$ cat src/rtl/i2c_cfg_pkg.sv
// Shared types and constants for the I2C configuration slave.
package i2c_cfg_pkg;

  typedef enum logic [3:0] {
    IDLE,
    ADDR,
    ADDR_ACK,
    PTR,
    PTR_ACK,
    WDATA,
    WDATA_ACK,
    RDATA,
    RDATA_ACK
  } i2c_cfg_state_e;

  localparam logic I2C_ACK     = 1'b0;
  localparam logic I2C_RELEASE = 1'b1;
  localparam logic I2C_RD      = 1'b1;

  function automatic logic maj3(input logic [2:0] v);
    return (v[0] & v[1]) | (v[0] & v[2]) | (v[1] & v[2]);
  endfunction

endpackage

$ cat src/rtl/i2c_cfg_line_sync.sv
// Synchronises SCL/SDA and derives START, STOP and SCL edge pulses.
// Define I2C_CFG_SLAVE_GLITCH_FILTER_EN to add a 3-sample majority filter (+2 cycles).
module i2c_cfg_line_sync
  import i2c_cfg_pkg::*;
#(
  parameter int SYNC_STAGES = 2
) (
  input  logic clk,
  input  logic rstn,
  input  logic scl_i,
  input  logic sda_i,
  output logic sda_o,
  output logic start_o,
  output logic stop_o,
  output logic scl_rise_o,
  output logic scl_fall_o
);

  logic [SYNC_STAGES-1:0] scl_sync_q, sda_sync_q;
  logic                   scl_line, sda_line;
  logic                   scl_prev_q, sda_prev_q;

  // Reset to the idle-bus level so that leaving reset never fakes an edge.
  always_ff @(posedge clk) begin
    if (!rstn) begin
      scl_sync_q <= '1;
      sda_sync_q <= '1;
    end else begin
      // NOTE: sequential state uses non-blocking assignments so every flop samples pre-edge values.
      scl_sync_q <= {scl_sync_q[SYNC_STAGES-2:0], scl_i};
      sda_sync_q <= {sda_sync_q[SYNC_STAGES-2:0], sda_i};
    end
  end

`ifdef I2C_CFG_SLAVE_GLITCH_FILTER_EN
  logic [1:0] scl_hist_q, sda_hist_q;
  logic       scl_filt_q, sda_filt_q;

  always_ff @(posedge clk) begin
    if (!rstn) begin
      scl_hist_q <= '1;
      sda_hist_q <= '1;
      scl_filt_q <= 1'b1;
      sda_filt_q <= 1'b1;
    end else begin
      scl_hist_q <= {scl_hist_q[0], scl_sync_q[SYNC_STAGES-1]};
      sda_hist_q <= {sda_hist_q[0], sda_sync_q[SYNC_STAGES-1]};
      scl_filt_q <= maj3({scl_hist_q, scl_sync_q[SYNC_STAGES-1]});
      sda_filt_q <= maj3({sda_hist_q, sda_sync_q[SYNC_STAGES-1]});
    end
  end

  assign scl_line = scl_filt_q;
  assign sda_line = sda_filt_q;
`else
  assign scl_line = scl_sync_q[SYNC_STAGES-1];
  assign sda_line = sda_sync_q[SYNC_STAGES-1];
`endif

  always_ff @(posedge clk) begin
    if (!rstn) begin
      scl_prev_q <= 1'b1;
      sda_prev_q <= 1'b1;
    end else begin
      scl_prev_q <= scl_line;
      sda_prev_q <= sda_line;
    end
  end

  assign sda_o      = sda_line;
  assign scl_rise_o = scl_line & ~scl_prev_q;
  assign scl_fall_o = ~scl_line & scl_prev_q;
  assign start_o    = scl_line & scl_prev_q & sda_prev_q & ~sda_line;
  assign stop_o     = scl_line & scl_prev_q & ~sda_prev_q & sda_line;

endmodule

$ cat src/rtl/i2c_cfg_slave.sv
// I2C register bridge: pointer byte with auto-increment, shadowed writes committed at STOP,
// coherent snapshot of read-only inputs. I2C_CFG_SLAVE_GLITCH_FILTER_EN enables input filtering.
module i2c_cfg_slave
  import i2c_cfg_pkg::*;
#(
  parameter int         NUM_OUT_REGS = 12,
  parameter int         NUM_IN_REGS  = 4,
  parameter logic [6:0] DEV_ADDR     = 7'h3C,
  parameter int         SYNC_STAGES  = 2
) (
  input  logic                      clk,
  input  logic                      rstn,
  input  logic                      scl_i,
  input  logic                      sda_i,
  output logic                      sda_o,
  input  logic [8*NUM_OUT_REGS-1:0] defaults,
  output logic [8*NUM_OUT_REGS-1:0] outputs,
  input  logic [8*NUM_IN_REGS-1:0]  inputs,
  output logic                      commit,
  output logic                      busy
);

  localparam int         TOTAL   = NUM_OUT_REGS + NUM_IN_REGS;
  localparam logic [8:0] TOTAL_W = 9'(TOTAL);

  typedef logic [NUM_OUT_REGS-1:0][7:0] out_regs_t;
  typedef logic [NUM_IN_REGS-1:0][7:0]  in_regs_t;

  i2c_cfg_state_e state_q, state_d;
  logic [2:0]     bit_cnt_q, bit_cnt_d;
  logic [6:0]     rx_q, rx_d;
  logic [7:0]     ptr_q, ptr_d;
  logic [7:0]     ptr_inc, rx_byte, rd_byte;
  logic           rw_q, rw_d;
  logic           dirty_q, dirty_d;
  logic           busy_q, busy_d;
  logic           commit_q, commit_d;
  logic           sda_q, sda_d;
  logic           fall_dly_q;
  out_regs_t      shadow_q, shadow_d;
  out_regs_t      outputs_q, outputs_d;
  in_regs_t       snap_q, snap_d;

  logic start, stop, scl_rise, scl_fall, sda_lvl;

  i2c_cfg_line_sync #(
    .SYNC_STAGES(SYNC_STAGES)
  ) u_line_sync (
    .clk       (clk),
    .rstn      (rstn),
    .scl_i     (scl_i),
    .sda_i     (sda_i),
    .sda_o     (sda_lvl),
    .start_o   (start),
    .stop_o    (stop),
    .scl_rise_o(scl_rise),
    .scl_fall_o(scl_fall)
  );

  assign rx_byte = {rx_q, sda_lvl};
  assign ptr_inc = ({1'b0, ptr_q} >= TOTAL_W - 9'd1) ? 8'd0 : ptr_q + 8'd1;

  // Out-of-range pointers (only reachable after a NACKed pointer) read as 0xFF.
  always_comb begin
    rd_byte = 8'hFF;
    for (int k = 0; k < NUM_OUT_REGS; k++)
      if ({1'b0, ptr_q} == 9'(k)) rd_byte = shadow_q[k];
    for (int k = 0; k < NUM_IN_REGS; k++)
      if ({1'b0, ptr_q} == 9'(NUM_OUT_REGS + k)) rd_byte = snap_q[k];
  end

  always_comb begin
    // NOTE: every signal gets a default first so no path through this block infers a latch.
    state_d   = state_q;
    bit_cnt_d = bit_cnt_q;
    rx_d      = rx_q;
    ptr_d     = ptr_q;
    rw_d      = rw_q;
    dirty_d   = dirty_q;
    busy_d    = busy_q;
    commit_d  = 1'b0;
    sda_d     = sda_q;
    shadow_d  = shadow_q;
    outputs_d = outputs_q;
    snap_d    = snap_q;

    if (start) begin
      state_d   = ADDR;
      bit_cnt_d = 3'd0;
      busy_d    = 1'b1;
    end else if (stop) begin
      state_d = IDLE;
      busy_d  = 1'b0;
      if (dirty_q) begin
        outputs_d = shadow_q;
        commit_d  = 1'b1;
        dirty_d   = 1'b0;
      end
    end else if (scl_rise) begin
      rx_d = rx_byte[6:0];
      unique case (state_q)
        ADDR: begin
          bit_cnt_d = bit_cnt_q + 3'd1;
          if (bit_cnt_q == 3'd7) begin
            if (rx_byte[7:1] == DEV_ADDR) begin
              state_d = ADDR_ACK;
              rw_d    = rx_byte[0];
            end else begin
              state_d = IDLE;
            end
          end
        end
        ADDR_ACK: begin
          if (rw_q == I2C_RD) begin
            snap_d  = inputs;
            state_d = RDATA;
          end else begin
            state_d = PTR;
          end
        end
        PTR: begin
          bit_cnt_d = bit_cnt_q + 3'd1;
          if (bit_cnt_q == 3'd7) begin
            ptr_d   = rx_byte;
            state_d = ({1'b0, rx_byte} < TOTAL_W) ? PTR_ACK : IDLE;
          end
        end
        PTR_ACK:   state_d = WDATA;
        WDATA: begin
          bit_cnt_d = bit_cnt_q + 3'd1;
          if (bit_cnt_q == 3'd7) begin
            for (int k = 0; k < NUM_OUT_REGS; k++) begin
              if ({1'b0, ptr_q} == 9'(k)) begin
                shadow_d[k] = rx_byte;
                dirty_d     = 1'b1;
              end
            end
            ptr_d   = ptr_inc;
            state_d = WDATA_ACK;
          end
        end
        WDATA_ACK: state_d = WDATA;
        RDATA: begin
          bit_cnt_d = bit_cnt_q + 3'd1;
          if (bit_cnt_q == 3'd7) state_d = RDATA_ACK;
        end
        RDATA_ACK: begin
          if (sda_lvl == I2C_ACK) begin
            ptr_d   = ptr_inc;
            state_d = RDATA;
          end else begin
            state_d = IDLE;
          end
        end
        default: ;
      endcase
    end

    // SDA only moves one cycle after SCL is seen low, giving the master hold time.
    if (fall_dly_q) begin
      unique case (state_q)
        ADDR_ACK, PTR_ACK, WDATA_ACK: sda_d = I2C_ACK;
        RDATA:                        sda_d = rd_byte[3'd7 - bit_cnt_q];
        default:                      sda_d = I2C_RELEASE;
      endcase
    end
  end

  always_ff @(posedge clk) begin
    if (!rstn) begin
      state_q    <= IDLE;
      bit_cnt_q  <= 3'd0;
      rx_q       <= '0;
      ptr_q      <= 8'd0;
      rw_q       <= 1'b0;
      dirty_q    <= 1'b0;
      busy_q     <= 1'b0;
      commit_q   <= 1'b0;
      sda_q      <= I2C_RELEASE;
      fall_dly_q <= 1'b0;
      // NOTE: the register file is reset on purpose; its reset values come from the defaults port.
      shadow_q   <= defaults;
      outputs_q  <= defaults;
      snap_q     <= '0;
    end else begin
      state_q    <= state_d;
      bit_cnt_q  <= bit_cnt_d;
      rx_q       <= rx_d;
      ptr_q      <= ptr_d;
      rw_q       <= rw_d;
      dirty_q    <= dirty_d;
      busy_q     <= busy_d;
      commit_q   <= commit_d;
      sda_q      <= sda_d;
      fall_dly_q <= scl_fall;
      shadow_q   <= shadow_d;
      outputs_q  <= outputs_d;
      snap_q     <= snap_d;
    end
  end

  assign sda_o   = sda_q;
  assign outputs = outputs_q;
  assign commit  = commit_q;
  assign busy    = busy_q;

endmodule

$ cat config.mk
export PLATFORM = sky130hd
export DESIGN_NAME = i2c_cfg_slave
export DESIGN_NICKNAME = d
export VERILOG_FILES = /design/src/rtl/i2c_cfg_pkg.sv /design/src/rtl/i2c_cfg_line_sync.sv /design/src/rtl/i2c_cfg_slave.sv
export SDC_FILE = /design/constraint.sdc
export NUM_CORES = 1
export LEC_CHECK = 0
export BUFFER_PORTS_ARGS = -buffer_cell sky130_fd_sc_hd__buf_4
export CAP_MARGIN = 25
export CORE_MARGIN = 4
export CORE_UTILIZATION = 40
export DETAILED_ROUTE_END_ITERATION = 7
export GPL_TIMING_DRIVEN = 0
export PLACE_DENSITY = 0.68
export SYNTH_ARGS = -nofsm -noshare
export SYNTH_HDL_FRONTEND = slang
export SYNTH_HIERARCHICAL = 1
export SYNTH_SLANG_ARGS = --single-unit
$ cat constraint.sdc
create_clock -name clk -period 3.5 [get_ports clk]
set_input_delay 0.35 -clock clk [delete_from_list [all_inputs] [get_ports clk]]
set_output_delay 0.35 -clock clk [all_outputs]
set_load 0.05 [all_outputs]
Word-level counts from Yosys, hierarchy flattened --
Cells that the tools add are included.
Word-level totals: output and inout bits 99, register bits after elaboration 258, input port bits 132, logic and storage cells 230
Cells by class: reductions and logical operators 37, mux-type cells 77, bitwise operators 14, equal/unequal tests 53, $add $sub $neg 3, $lt $le $gt $ge 3
Operator list (count):
- $mux 96 | 10
- $mux 8 | 32
- $reduce_and 6->1 | 15
- $eq 8x4->1 const B | 8
- $ne 2x1->1 const B | 17
- $eq 8x3->1 const B | 4
- $pmux 4 s7 | 1
- $pmux 8 s3 | 1
- $mux 1 | 23
- $eq 4x3->1 const B | 4
- $eq 8x2->1 const B | 2
- $mux 4 | 4
- $ne 4x4->1 const B | 4
- $ne 2x2->1 const B | 7
- $reduce_bool 13->1 | 1
- $reduce_and 5->1 | 2
- $mux 3 | 3
- $reduce_and 3->1 | 3
- $reduce_bool 9->1 | 1
- $reduce_or 3->1 | 3
- $add 8x1->8 const B | 1
- $eq 4x2->1 const B | 2
- $eq 8x1->1 const B | 1
- $ge 8x4->1 const B | 1
- 20 further kinds | 37

Depth between registers and ports, before layout --
Gate-level depths: netlist of run 1.
depth in word-level cells 20, depth in mapped cells 12, gate-level depth less buffers 9

Hierarchy --
Netlist of run 1, hierarchy kept.
By module, submodules not included:
- i2c_cfg_slave | area each 12054.1 sq um, times used 1, cells an instance 1261, seq. area each 6966.7 sq um
- i2c_cfg_line_sync | area each 190.2 sq um, times used 1, cells an instance 16, seq. area each 120.1 sq um

Least setup slack after synthesis of run 1 --
Ideal clock, no wire load.
path type register -> register, from register u_line_sync.sda_sync_q[1], to register outputs_q, in the netlist outputs[0], enable pin, required time 3043 ps, slack -152 ps, arrival 3194 ps, cell stages (with the launch flop) 6, clock period less this slack 3652 ps, setup time 457 ps, buffers on the path 1, path through dfxtp_1 -> and4b_1 -> clkbuf_1 -> nor2b_1 -> nand2_1 -> nand2_1
On the way: elaborated cells on any way between the ends 6, those cells by class 2 x eq/ne; 3 x bitwise; 1 x reduce/logical
RTL lines:
- start, declared | line i2c_cfg_line_sync.sv:19 | logic [SYNC_STAGES-1:0] scl_sync_q, sda_sync_q;
- start signal, assigned | line i2c_cfg_line_sync.sv:31 | sda_sync_q <= {sda_sync_q[SYNC_STAGES-2:0], sda_i};
- $and 1x1->1 | line i2c_cfg_line_sync.sv:74 | assign stop_o = scl_line & scl_prev_q & ~sda_prev_q & sda_line;
- named net stop | line i2c_cfg_slave.sv:44 | logic start, stop, scl_rise, scl_fall, sda_lvl;
- $ne 2x1->1 (no line)
- $reduce_and 3->1 (no line)
- end signal, assigned | line i2c_cfg_slave.sv:183 | outputs_q <= defaults;
- end signal, assigned | line i2c_cfg_slave.sv:197 | outputs_q <= outputs_d;
- end, declared | line i2c_cfg_slave.sv:41 | out_regs_t outputs_q, outputs_d;
The timed path passes the listed nets, and every way through them passes these cells. A chain may end at the register's enable or synchronous reset.

Worst setup path in the final report of run 1 --
from register ptr_q[1], to register sda_q, in the netlist sda_o
On the way: longest elaborated chain between the ends 20, elaborated cells on any way between the ends 35, those cells by class 15 x eq/ne; 19 x mux; 1 x reduce/logical
RTL lines:
- start, declared | line i2c_cfg_slave.sv:32 | logic [7:0] ptr_q, ptr_d;
- start signal, assigned | line i2c_cfg_slave.sv:189 | ptr_q <= ptr_d;
- $logic_not 8->1 | line i2c_cfg_slave.sv:67 | if ({1'b0, ptr_q} == 9'(k)) rd_byte = shadow_q[k];
- $mux 8 (12 in a row) | line i2c_cfg_slave.sv:67
- $mux 8 (3 in a row) | line i2c_cfg_slave.sv:69 | if ({1'b0, ptr_q} == 9'(NUM_OUT_REGS + k)) rd_byte = snap_q[k];
- $mux 8 (*) | line i2c_cfg_slave.sv:69
- $bmux 1 s3 (*) | line i2c_cfg_slave.sv:163 | RDATA: sda_d = rd_byte[3'd7 - bit_cnt_q];
- $mux 1 (not written as such) (*) | line i2c_cfg_slave.sv:163
- $pmux 1 s2 (*) | line i2c_cfg_slave.sv:161 | unique case (state_q)
- end signal, assigned | line i2c_cfg_slave.sv:179 | sda_q <= I2C_RELEASE;
- end signal, assigned | line i2c_cfg_slave.sv:194 | sda_q <= sda_d;
- end, declared | line i2c_cfg_slave.sv:38 | logic sda_q, sda_d;
Mark *: on every way between the ends. The rest lies on a longest branch, timed or not. The select of a mux whose other input is x is not followed.

==> metrics.md, run 1 <==
| Metric | Value |
|---|---|
| Total negative slack | `0 ps` |
| Site row count | `63` |
| Synth Register Bits | `258` |
| CP Launch Type | `flop` |
| Slew Viols, Final | `0` |
| Vias per inst | `5.44` |
| DRT iter0 DRCs | `1082` |
| Area of all sequential standard cells | `7090 um^2` |
| H-Tree Level Count | `1` |
| Sw Ratio | `25.8%` |
| Average cell area after synthesis | `9.59 um^2` |
| Final Instance Count excl. Fillers | `1954` |
| Critical Path Source | `ptr_q[1]` |
| Crit path max fanout | `10` |
| Peak supply drop | `0.356 mV` |
| Number of cells after detailed placement | `1904` |
| Measured slew at the worst slew-check pin | `996 ps` |
| Type of the setup path with the least slack | `flop to flop` |
| Top-Level Pins | `231` |
| Worst Hold Slack | `31.7 ps` |
| Fraction of final layout cells sized beyond drive strength 1 | `19.2%` |
| Unrepaired setup endpoints after global routing | `yes` |
| Endpoint of the most critical setup path | `sda_o` |
| Nets in the synthesized netlist | `1415` |
| First-pass iteration count of the detailed router | `5` |
| Leading register cell type out of synthesis | `edfxtp_1` |
| Critical path arrival | `3840 ps` |
| Final routed wire length divided by cell count | `21.9 um` |
| Global-route wire length before repair | `63.1 mm` |
| Number of global-route vias before repair | `10354` |
| Remaining DRCs | `0` |
| Number of synthesized flops with an enable pin | `192` |
| Power share of the sequential group | `49.9%` |
| Clock power share | `37.9%` |
| Antenna fix cells | `0` |
| Worst flop-to-flop path endpoint | `sda_o` |
| Post-CTS Setup Bufs | `0` |
| Peak clock frequency supported by timing | `294 MHz` |
| Number of fill cells in the layout | `2855` |
| Time the final worst path needs with I/O delays and setup | `3400 ps` |
| Latest clock arrival within the worst-skew pair | `550 ps` |
| Synth-to-layout area growth | `25.8%` |
| Nets@finish | `1683` |
| Required time at the worst-slack endpoint | `3930 ps` |
| Part of the Yosys area used for sequential elements | `57.9%` |
| Reg2Reg Launch Point | `ptr_q[1]` |
| Clock Pin Slew Worst Setup and Hold Paths | `60 ps` |
| Cts bufs inserted | `26` |
| Dpl hpwl | `32.4 mm` |
| Post-synth design cell area | `12200 um^2` |
| Slew headroom | `33.6%` |
| Endpoints failing hold | `0` |
| Total of warnings raised by yosys | `6` |
| Area enclosed by the die boundary | `33500 um^2` |
| Slack of the worst reg-to-reg path | `100 ps` |
| Run status | `finished clean` |
| Hold crit path type | `primary input to flop` |
| Antenna viol nets, final | `0` |
| Number of port buffers | `230` |
| Final critical-path share of the clock period | `97.2%` |
| TritonCTS Sinks | `258` |
| Cell Pwr Density | `465 nW/um^2` |
| Final weighted congestion in routability-driven placement | `0.987` |
| Initial antenna violation count | `1` |
| Die outline width | `183 um` |
| Worst-case reg-to-reg path depth | `9` |
| Crit path capture type | `flop` |
| Total Routed Length | `42.8 mm` |
| Die Height | `183 um` |
| Fin util | `51.4%` |
| Setup skew after layout | `18.9 ps` |
| Overall fraction of global-route tracks in use | `24.6%` |
| Total grt overflow | `0` |
| Count of unique library cells instantiated by Yosys | `61` |
| Reported leakage power | `6.46 nW` |
| Fraction of synthesis flops using an asynchronous set or reset pin | `0%` |
| Gate count of the mapped netlist | `1277` |
| CTS Buffer Depth | `3` |
| Total internal power | `0.00531 W` |
| Number of failing setup endpoints in the final timing report | `0` |
| MaxCap Viol Count | `0` |
| Multi-input gate area in the final layout | `4780 um^2` |
| Combinational group share of total power | `12.2%` |
| Effective utilization at floorplan | `40.9%` |
| Largest net degree at the start of global routing | `74` |
| CTS tree | `done` |
| Clock root buffer master | `clkbuf_16` |
| Number of vias in the routed layout | `10632` |
| Switching Power | `0.00185 W` |
| Core ar. | `30000 um^2` |
## how the worst min path moves through the flow
| stage | start | endpoint | depth (start not counted) | slack, ps |
|---|---|---|---|---|
| floorplan | u_line_sync/scl_sync_q[0] | u_line_sync/scl_sync_q[1] | 1 | 390 |
| global placement | u_line_sync/sda_sync_q[0] | u_line_sync/sda_sync_q[1] | 1 | 390 |
| detailed placement | u_line_sync/sda_sync_q[0] | u_line_sync/sda_sync_q[1] | 1 | 400 |
| CTS | rstn | u_line_sync/scl_sync_q[1] | 2 | 20 |
| global route | rstn | u_line_sync/scl_prev_q | 2 | 30 |
| finish | rstn | u_line_sync/scl_sync_q[1] | 2 | 30 |
## cell usage after synthesis, types with 14 or more instances
library cell  count  share of area (%)
nand2b_1        112                5.7
nand2_1         433                 13
a21boi_0         43                2.6
dfxtp_1          66                 11
edfxtp_1        192                 47
a21oi_1          38                1.6
nor2b_1          14               0.72
clkbuf_1         80                2.5
o21ai_0          48                2.0
nor3_1           18               0.74
nand3_1          21               0.86
inv_1            16               0.49
nor2_1           29               0.89
## layer usage
metal	routed length, um	vias to the layer above	track usage, %
met1	18200	5131	34.0
li1	-	4982	-
met2	20300	452	40.1
met4	1130	0	7.06
met5	0	-	0
met3	3200	67	4.48
## flip-flops by register name, indices dropped and copies added, names as in the netlist, 3 cells and up
signal / cells
bit_cnt_q: 3
outputs: 96
ptr_q: 8
rx_q: 7
shadow_q: 96
snap_q: 32
state_q: 4
## logic make-up (layout without fill, tap and decap cells)
family,after synthesis,count (layout),synth area share [%]
XOR/XNOR,2,2,0.143
adder cells (fa/ha/maj),6,6,0.613
flip-flops,258,258,57.9
AND/OR/NAND/NOR,675,675,25.0
multiplexers,3,3,0.245
AO/OA/AOI/OAI,230,230,12.9
buffers and inverters,103,390,3.19
## placed cells by master (no fill, tap or decap), types with 4 or more instances in the layout
master,netlist,layout
nand3b_1,6,6
nand2b_1,112,112
nor3b_1,7,7
clkbuf_2,0,7
o22ai_1,10,10
nor2_1,29,28
o31ai_1,9,9
o21ai_0,48,44
edfxtp_1,192,192
nor2b_1,14,14
a221oi_1,6,6
or3_1,4,4
or2_2,4,4
clkinv_2,0,5
ha_1,6,6
a21boi_0,43,43
a22oi_1,5,5
o211a_1,6,6
clkbuf_16,0,27
buf_2,3,6
dfxtp_1,66,66
a211oi_1,9,9
buf_4,0,233
nor3_1,18,18
o21a_1,5,5
nand3_1,21,21
inv_1,16,16
o221ai_1,10,10
and3_1,5,5
a21oi_1,38,38
a31oi_1,9,9
clkbuf_1,80,80
nand2_1,433,432
and2_1,4,4
## through the flow
step                instance area (um^2)  power, W  worst slack (ps)
finish                             15400   0.00716              96.5
global route                       15400   0.00738             -42.1
CTS                                15400   0.00720              74.0
detailed placement                 14500   0.00451              -571
global placement                   14500   0.00450              -872
floorplan                          12200   0.00411               678
## layout make-up
class / count / area share, %
clock buffers: 35 / 4.72
repair buffers: 240 / 11.9
multi-input cells: 916 / 31.0
well taps: 390 / 3.17
inverters: 16 / 0.390
clock inverters: 12 / 0.650
flip-flops and latches: 258 / 46.0
plain buffers: 87 / 2.19
## power groups by stage
| stage | combinational [W] | sequential (W) | clock (W) |
|---|---|---|---|
| 6_report | 0.000870 | 0.00357 | 0.00272 |
| 5_1_grt | 0.000929 | 0.00358 | 0.00287 |
| 2_1_floorplan | 0.000233 | 0.00388 | 0 |
| 3_5_place_dp | 0.000871 | 0.00364 | 0 |
| 4_1_cts | 0.000876 | 0.00357 | 0.00275 |
| 3_3_place_gp | 0.000856 | 0.00364 | 0 |
## critical path, cell delays in order, from the launching register on
cell	delay (ps)
dfxtp_1	360
inv_1	120
ha_1	310
clkbuf_1	490
clkbuf_1	530
nor3_1	110
a2111oi_0	780
nor4b_1	160
o221a_2	320
o32ai_1	120
## what timing repair did
item	CTS	global route
setup endpoints to repair	13	21
hold buffers	2	0
resized for setup	1	13
hold endpoints to repair	2	0
Power figures use the tool's default switching activity.
==> inputs of run 2 (changes only) <==
--- a/config.mk
+++ b/config.mk
@@ -9,9 +9,11 @@
 export CAP_MARGIN = 25
 export CORE_MARGIN = 4
 export CORE_UTILIZATION = 40
+export CTS_CLUSTER_DIAMETER = 30
 export DETAILED_ROUTE_END_ITERATION = 7
 export GPL_TIMING_DRIVEN = 0
 export PLACE_DENSITY = 0.68
+export RECOVER_POWER = 100
 export SYNTH_ARGS = -nofsm -noshare
 export SYNTH_HDL_FRONTEND = slang
 export SYNTH_HIERARCHICAL = 1
==> metrics.md, run 2 (synthesis gave the netlist of run 1 again) <==
| Metric | Value |
|---|---|
| Commonest non-fill, non-tap cell in the layout | `nand2_1` |
| Final Instance Count excl. Fillers | `2007` |
| Initial antenna violation count | `1` |
| CTS Buffer Depth | `3` |
| Total grt overflow | `0` |
| Latest clock arrival within the worst-skew pair | `580 ps` |
| Hold crit path type | `primary input to flop` |
| Number of fill cells in the layout | `2870` |
| Crit path max fanout | `10` |
| Setup skew after layout | `50.4 ps` |
| Number of failing setup endpoints in the final timing report | `0` |
| Reg2Reg Launch Point | `ptr_q[0]` |
| Run status | `finished clean` |
| First-pass iteration count of the detailed router | `5` |
| H-Tree Level Count | `2` |
| Total power draw | `0.00944 W` |
| Required time at the worst-slack endpoint | `3820 ps` |
| Site row count | `63` |
| Die Height | `183 um` |
| Cell Pwr Density | `589 nW/um^2` |
| Critical path arrival | `3790 ps` |
| Clock Pin Slew Worst Setup and Hold Paths | `50 ps` |
| Type of the setup path with the least slack | `primary input to flop` |
| Time the final worst path needs with I/O delays and setup | `3470 ps` |
| Final routed wire length divided by cell count | `21.8 um` |
| Final critical-path share of the clock period | `99.3%` |
| Area enclosed by the die boundary | `33500 um^2` |
| DRT iter0 DRCs | `1148` |
| Antenna viol nets, final | `0` |
| Number of global-route vias before repair | `10676` |
| Worst-case reg-to-reg path depth | `10` |
| Slack of the worst reg-to-reg path | `110 ps` |
| Measured slew at the worst slew-check pin | `1280 ps` |
| Most frequent cells in the layout | `nand2_1 (433), edfxtp_1 (192), clkbuf_1 (181)` |
| Nets@finish | `1710` |
| Global-route wire length before repair | `64.5 mm` |
| Vias per inst | `5.43` |
| Peak supply drop | `0.371 mV` |
| Endpoints failing hold | `0` |
| Worst Hold Slack | `48.6 ps` |
| Fraction of final layout cells sized beyond drive strength 1 | `15.3%` |
| CP Launch Type | `primary input` |
| Die outline width | `183 um` |
| Worst Hold Path Cells | `3` |
| CTS tree | `done` |
| Largest net degree at the start of global routing | `74` |
| Final weighted congestion in routability-driven placement | `0.987` |
| TritonCTS Sinks | `258` |
| Critical Path Source | `rstn` |
| Number of port buffers | `230` |
| Worst flop-to-flop path endpoint | `sda_o` |
| Antenna fix cells | `0` |
| Endpoint of the most critical setup path | `shadow_q[78]` |
| Post-CTS Setup Bufs | `0` |
| Number of cells after detailed placement | `1904` |
| Clock root buffer master | `clkbuf_16` |
| Crit path capture type | `flop` |
| Slew Viols, Final | `0` |
| Effective utilization at floorplan | `40.9%` |
| Unrepaired setup endpoints after global routing | `yes` |
| Total Routed Length | `43.8 mm` |
| Peak clock frequency supported by timing | `288 MHz` |
| Cts bufs inserted | `54` |
| Slew headroom | `14.1%` |
| Overall fraction of global-route tracks in use | `25.2%` |
| MaxCap Viol Count | `0` |
| Number of vias in the routed layout | `10903` |
| Remaining DRCs | `0` |
| Core ar. | `30000 um^2` |
| Top-Level Pins | `231` |
| Dpl hpwl | `32.4 mm` |
| Reported leakage power | `6.52 nW` |
| Total negative slack | `0 ps` |
| Synth-to-layout area growth | `30.8%` |
==> run 2: changes by cell type in the layout (fill, tap and decap cells not counted), moves of 4 or more <==
cell	before	now
clkbuf_16	27	54
buf_4	233	130
bufinv_16	1	6
clkbuf_1	80	181
clkinvlp_4	0	12
clkinv_1	3	7
==> run 2: cell type report <==
class | count | area [um^2] | area share, %
sequential | 258 | 7090 | 44.2
multi-input combinational | 916 | 4770 | 29.8
timing repair buffer | 239 | 1430 | 8.95
clock buffer | 60 | 1380 | 8.64
tap | 390 | 488 | 3.05
clock inverter | 41 | 454 | 2.84
buffer | 87 | 337 | 2.10
inverter | 16 | 60.1 | 0.375
==> run 2: per-stage QoR <==
stage / util, % / cell area [um^2] / setup WS, ps
floorplan: - / 12200 / 678
global placement: 48.3 / 14500 / -872
detailed placement: 48.5 / 14500 / -571
CTS: 54.7 / 16400 / 28.3
global route: 53.5 / 16000 / -82.6
finish: 53.5 / 16000 / 25.5
==> run 2: worst min-delay path by stage <==
stage / start / endpoint / slack, ps
final: inputs[23] / snap_q[23] / 50
after global routing: inputs[23] / snap_q[23] / 50
after CTS: rstn / u_line_sync/scl_sync_q[1] / 2
after detailed placement: u_line_sync/sda_sync_q[0] / u_line_sync/sda_sync_q[1] / 400
after global placement: u_line_sync/sda_sync_q[0] / u_line_sync/sda_sync_q[1] / 390
after floorplan: u_line_sync/scl_sync_q[0] / u_line_sync/scl_sync_q[1] / 390
==> run 2: worst max-delay path, cell delays in order <==
cell,delay [ps]
clkbuf_1,230
clkbuf_1,560
clkbuf_1,710
clkbuf_2,510
clkbuf_1,680
o21ai_0,430
buf_2,300
==> run 2: repair_timing <==
action                     CTS  global route
hold buffers                 2             0
setup endpoints to repair    6            22
resized for setup            1            12
hold endpoints to repair     2             0
pin swaps                    0             0
==> run 2: power breakdown <==
group | internal [W] | total, W | switching (W)
clock network | 0.00331 | 0.00505 | 0.00174
logic | 0.000233 | 0.000805 | 0.000572
registers | 0.00349 | 0.00358 | 0.0000938
==> run 2: per-layer routing <==
layer | global-route usage, % | vias up | routed length [um]
met5 | 0 | - | 0
met4 | 8.40 | 0 | 1380
met2 | 40.7 | 505 | 20600
li1 | - | 5056 | -
met3 | 5.20 | 92 | 3780
met1 | 34.0 | 5250 | 18100
